File: src/rtl/ctl.sv
// Start/pause/clear controller: three-state Moore FSM driven by edge-detected trig and split.
// Define CTL_SPLIT_WHILE_COUNTING_EN to let split clear the count while counting.
module ctl (
    input  logic clk,
    input  logic reset,
    input  logic trig,
    input  logic split,
    output logic init_regs,
    output logic count_enabled
);

    typedef enum logic [1:0] {
        StIdle     = 2'b00,
        StCounting = 2'b01,
        StPaused   = 2'b10,
        StUnused   = 2'b11
    } state_e;

    state_e state_q, state_d;
    logic   trig_q, split_q;
    logic   trig_ev, split_ev;

    assign trig_ev  = trig & ~trig_q;
    assign split_ev = split & ~split_q;

    always_ff @(posedge clk or posedge reset) begin
        if (reset) begin
            state_q <= StIdle;
            trig_q  <= 1'b0;
            split_q <= 1'b0;
        end else begin
            state_q <= state_d;
            trig_q  <= trig;
            split_q <= split;
        end
    end

    always_comb begin
        state_d = state_q;
        case (state_q)
            StIdle: begin
                if (trig_ev) state_d = StCounting;
            end
            StCounting: begin
`ifdef CTL_SPLIT_WHILE_COUNTING_EN
                if (split_ev)     state_d = StIdle;
                else if (trig_ev) state_d = StPaused;
`else
                if (trig_ev) state_d = StPaused;
`endif
            end
            StPaused: begin
                // split wins over a coincident trig
                if (split_ev)     state_d = StIdle;
                else if (trig_ev) state_d = StCounting;
            end
            default: state_d = StIdle;
        endcase
    end

    always_comb begin
        init_regs     = 1'b0;
        count_enabled = 1'b0;
        case (state_q)
            StIdle:     init_regs = 1'b1;
            StCounting: count_enabled = 1'b1;
            default: ;
        endcase
    end

endmodule

File: config.mk
export PLATFORM = sky130hd
export DESIGN_NAME = ctl
export DESIGN_NICKNAME = d
export VERILOG_FILES = /design/src/rtl/ctl.sv
export SDC_FILE = /design/constraint.sdc
export NUM_CORES = 1
export LEC_CHECK = 0
export BUFFER_PORTS_ARGS = -buffer_cell sky130_fd_sc_hd__buf_4
export CAP_MARGIN = 20
export CORE_AREA = 2 2 39 41
export DETAILED_ROUTE_END_ITERATION = 16
export DIE_AREA = 0 0 41 43
export GPL_ROUTABILITY_DRIVEN = 0
export MAX_ROUTING_LAYER = met4
export PLACE_DENSITY_LB_ADDON = 0.2
export SYNTH_ARGS = -nofsm -noshare
export SYNTH_HDL_FRONTEND = slang
export SYNTH_SLANG_ARGS = --single-unit
File: constraint.sdc
create_clock -name clk -period 2.35 [get_ports clk]
set_clock_uncertainty 0.15 [all_clocks]
set_input_delay 0.1175 -clock clk [delete_from_list [all_inputs] [get_ports clk]]
set_output_delay 0.1175 -clock clk [all_outputs]
set_load 0.03 [all_outputs]
-- Word level (Yosys, flattened, before mapping)
Index checks and enable logic that the tools add are counted.
- add/sub/neg operators: 0
- multipliers: 0
- div/mod/pow operators: 0
- order comparisons: 0
- equal/unequal tests: 3
- shift operators: 0
- multiplexer cells: 6
- bitwise operators: 4
- reductions and logical operators: 1
- operators by type and width (operator ; count):
    two-way mux 2 bit ; 3
    case mux 2 bit (3 select lines) ; 1
    AND 1 bit ; 2
    == test 2 x 1 -> 1 bit (second input constant) ; 1
    == test 2 bit (second input constant) ; 1
    zero test 2 bit ; 1
    two-way mux 1 bit ; 2
    inequality test 2 bit (second input constant) ; 1
    NOT 1 bit ; 2
- register bits after elaboration: 4
- bits in latches: 0
- RAM bits: 0
- bits in read-only memories: 0
- output and inout port bits: 2
- logic and storage cells: 17
- memories: 0

-- Longest topological paths before layout
- depth in word-level cells: 5
- gate-level depth with buffers: 2

-- Least setup slack after synthesis
Ideal clock, no wire load.
- path type: register -> register
- start: register state_q[0]
- end: register state_q[0]
- library setup time: 0.080 ns
- arrival: 0.883 ns
- path slack: 1.237 ns
- stages on the path, launching flop included: 3
- buffers on the path: 0
- cell sequence: dfrtp_1 or3b_1 o22ai_2
- word-level cells in the longest chain between the ends: 3
- elaborated cells between the ends (all ways): 7
- RTL lines (item ; line ; source):
    from (decl) ; 19 ; state_e state_q, state_d;
    from (signal assigned) ; 28 ; state_q <= StIdle;
    from (signal assigned) ; 32 ; state_q <= state_d;
    two-way mux 2 bit (2 in a row) ; n/a ;
    case mux 2 bit (3 select lines) ; 40 ; case (state_q)
Parallel ways exist; a longest one is shown, timed or not.
A chain may end at the register's enable or synchronous reset.

-- Worst setup path after layout
- start: register state_q[1]
- end: output count_enabled
- word-level cells in the longest chain between the ends: 2
- RTL lines (item ; line ; source):
    == test 2 x 1 -> 1 bit ; 64 ; case (state_q)
    two-way mux 1 bit ; 64 ;
    to (decl) ; 9 ; output logic count_enabled
No other way between the ends.

==> impl_metrics.ini <==
[clocking]
clk_root_buffer_cell = clkbuf_4
cts_tree = built
clk_latency_ns = 0.23
cts_hold_buf = 3
clock_path_buffers = 2
cts_buffers = 3
h-tree-depth = 1
cts_setup_buffers = 0
numClockSinks = 4
cts_repair_resize_count = 0
clk_pin_slew_ns = 0.04

[worst_setup_path]
cp-end-kind = primary output
timing.rr.end = state_q[0]
worstPathArrival_ns = 1.12
slowest_stage = dfrtp_1
reg2reg_setup_slack_ns = 1.19
crit_family = flip-flops
critical_path_depth = 3
crit_path_max_incr_delay_ns = 0.41
reg2reg_depth = 2
worst-setup-path-type = flop to primary output
cp.required_ns = 2.08
crit_fanout = 5
reg2reg_from = state_q[0]
path_buf_inv = 2
path_cells = or2b_1 > inv_1 > buf_4
critPathLaunchType = flop

[global_routing]
antenna_found_initial = 0
overflow = 0
grt_use_total_pct = 6.70
grt_max_degree = 6
grt_pass1_wl_um = 662
grt_pass1_vias = 165

[floorplan]
core_area_um2 = 1380
die_x_um = 41
io_pins = 6
rows = 14
start_util_pct = 13.5
dieArea_um2 = 1760
die_height_um = 43

[logic_synthesis]
syn_inst = 16
ys_seq_area_share_pct = 53.7
ys_seq_elements = 4
yosysUniqueCellTypes = 11
synth_area_um2 = 186
ys.warnings.count = 0
synth_fp_nets = 20
avgSynthCellArea_um2 = 11.7

[sta]
fin_setup_tns_ns = 0
fin_crit_sh_pct = 59.0
fmax_mhz = 721
hold_viol_final = 0
worst_pin_slew_ns = 0.185
rsz0062_at_grt = no
whs_ns = 0.200
finalCriticalPeriod_ns = 1.39
slew-limit-headroom_pct = 87.5
setup_viol = 0
maxSlewViolCount = 0

[drt]
ant_nets = 0
routed-via-count = 147
firstDrtPassIters = 2
via_per_inst = 3.42
drc = 0
wl_per_cell_um = 9.14
drt-total-wl_um = 393
drt_iter0_markers = 2

[final_layout]
fin_nets = 33
diodes = 0
area_delta_synth_final_pct = 59.1
drive_above_1_share_pct = 33.3
fillers = 156

[power]
power-per-cell-area_nw_per_um2 = 883
p_int_mw = 0.177
p_clk_share_pct = 32.2
power_leakage_nw = 0.142
pwr-share-comb_pct = 33.2
swShare_pct = 32.3
p_sw_mw = 0.0847
ir_drop_mv = 0.150
power_frac_seq_pct = 34.6

[min_path]
min_path_type = primary input to async pin

[run_status]
status = finished, final reports clean

[placed_design]
port_buffers = 5

[job]
maxCapViolCount = 0
[cells by family (layout without fill, tap and decap cells)]
logic type | count (synthesis) | after routing | share of synthesized area (%)
buffers and inverters | 2 | 13 | 4.03
AOI/OAI and AO/OA | 2 | 2 | 10.7
DFF | 4 | 4 | 53.7
and+or+nand+nor | 8 | 8 | 31.5
[worst register-to-register path, cell delays in order (launching register included)]
cell and delay [ns]:
dfrtp_1 0.40, or3b_1 0.39, o22ai_2 0.14
[power groups by stage]
stage	Clock (mW)	Combinational (mW)	Sequential (mW)
after global placement	0	0.0833	0.0911
final	0.0844	0.0870	0.0905
after global routing	0.0921	0.0938	0.0929
after CTS	0.0893	0.0879	0.0907
after floorplan	0	0.0564	0.0877
after detailed placement	0	0.0833	0.0904
[routing by layer]
metal	track usage (%)	vias to the layer above	part of all wire, %
li1	-	77	-
met1	7.44	67	43
met2	7.50	3	51
met3	3.14	0	5.9
met4	8.00	0	0
met5	-	-	0
[cell type report]
cell class,count,area (µm²),area share (%)
Sequential cell,4,100,33.8
Clock buffer,3,22.5,7.59
Tap cell,16,20.0,6.75
Multi-Input combinational cell,10,78.8,26.6
Timing Repair Buffer,8,67.6,22.8
Inverter,2,7.51,2.53
[cells in the mapped netlist]
library cell / n / area (µm²)
nand4bb_1: 1 / 11.3
nor2_1: 1 / 3.75
o22ai_2: 1 / 12.5
or2b_1: 1 / 7.51
nor2b_1: 2 / 12.5
dfrtp_1: 4 / 100
or3b_1: 1 / 8.76
inv_1: 2 / 7.51
nand2b_1: 1 / 6.26
and3b_1: 1 / 8.76
o31ai_1: 1 / 7.51
[worst max path at each step]
stage               start       endpoint  slack (ns)
2_1_floorplan  state_q[0]     state_q[0]        1.24
3_3_place_gp   state_q[0]     state_q[0]        1.21
3_5_place_dp   state_q[0]     state_q[0]        1.21
4_1_cts        state_q[1]  count_enabled        0.96
5_1_grt        state_q[1]  count_enabled        0.92
6_report       state_q[1]  count_enabled        0.96
[cells in the final DEF, fill, tap and decap left out]
| master | netlist | final |
|---|---|---|
| buf_4 | 0 | 5 |
| dfrtp_1 | 4 | 4 |
| clkbuf_4 | 0 | 3 |
| dlygate4sd3_1 | 0 | 3 |
| nor2b_1 | 2 | 2 |
| inv_1 | 2 | 2 |
| and3b_1 | 1 | 1 |
| or3b_1 | 1 | 1 |
| or2b_1 | 1 | 1 |
| o22ai_2 | 1 | 1 |
| nor2_1 | 1 | 1 |
| nand2b_1 | 1 | 1 |
| nand4bb_1 | 1 | 1 |
| o31ai_1 | 1 | 1 |
[flip-flops by register name, summed over array words and instances (netlist names)]
register  cells
state_q       2
split_q       1
trig_q        1
[through the flow]
stage | instances | total power, mW | area (µm²) | util, % | worst slack (ns)
global route | 43 | 0.279 | 297 | 21.4 | 0.920
CTS | 43 | 0.268 | 297 | 21.4 | 0.958
detailed placement | 37 | 0.174 | 244 | 17.6 | 1.21
finish | 43 | 0.262 | 297 | 21.4 | 0.964
floorplan | 16 | 0.144 | 186 | - | 1.24
global placement | 37 | 0.174 | 244 | 17.6 | 1.21
Note: power is estimated with default switching activity, not from simulation.
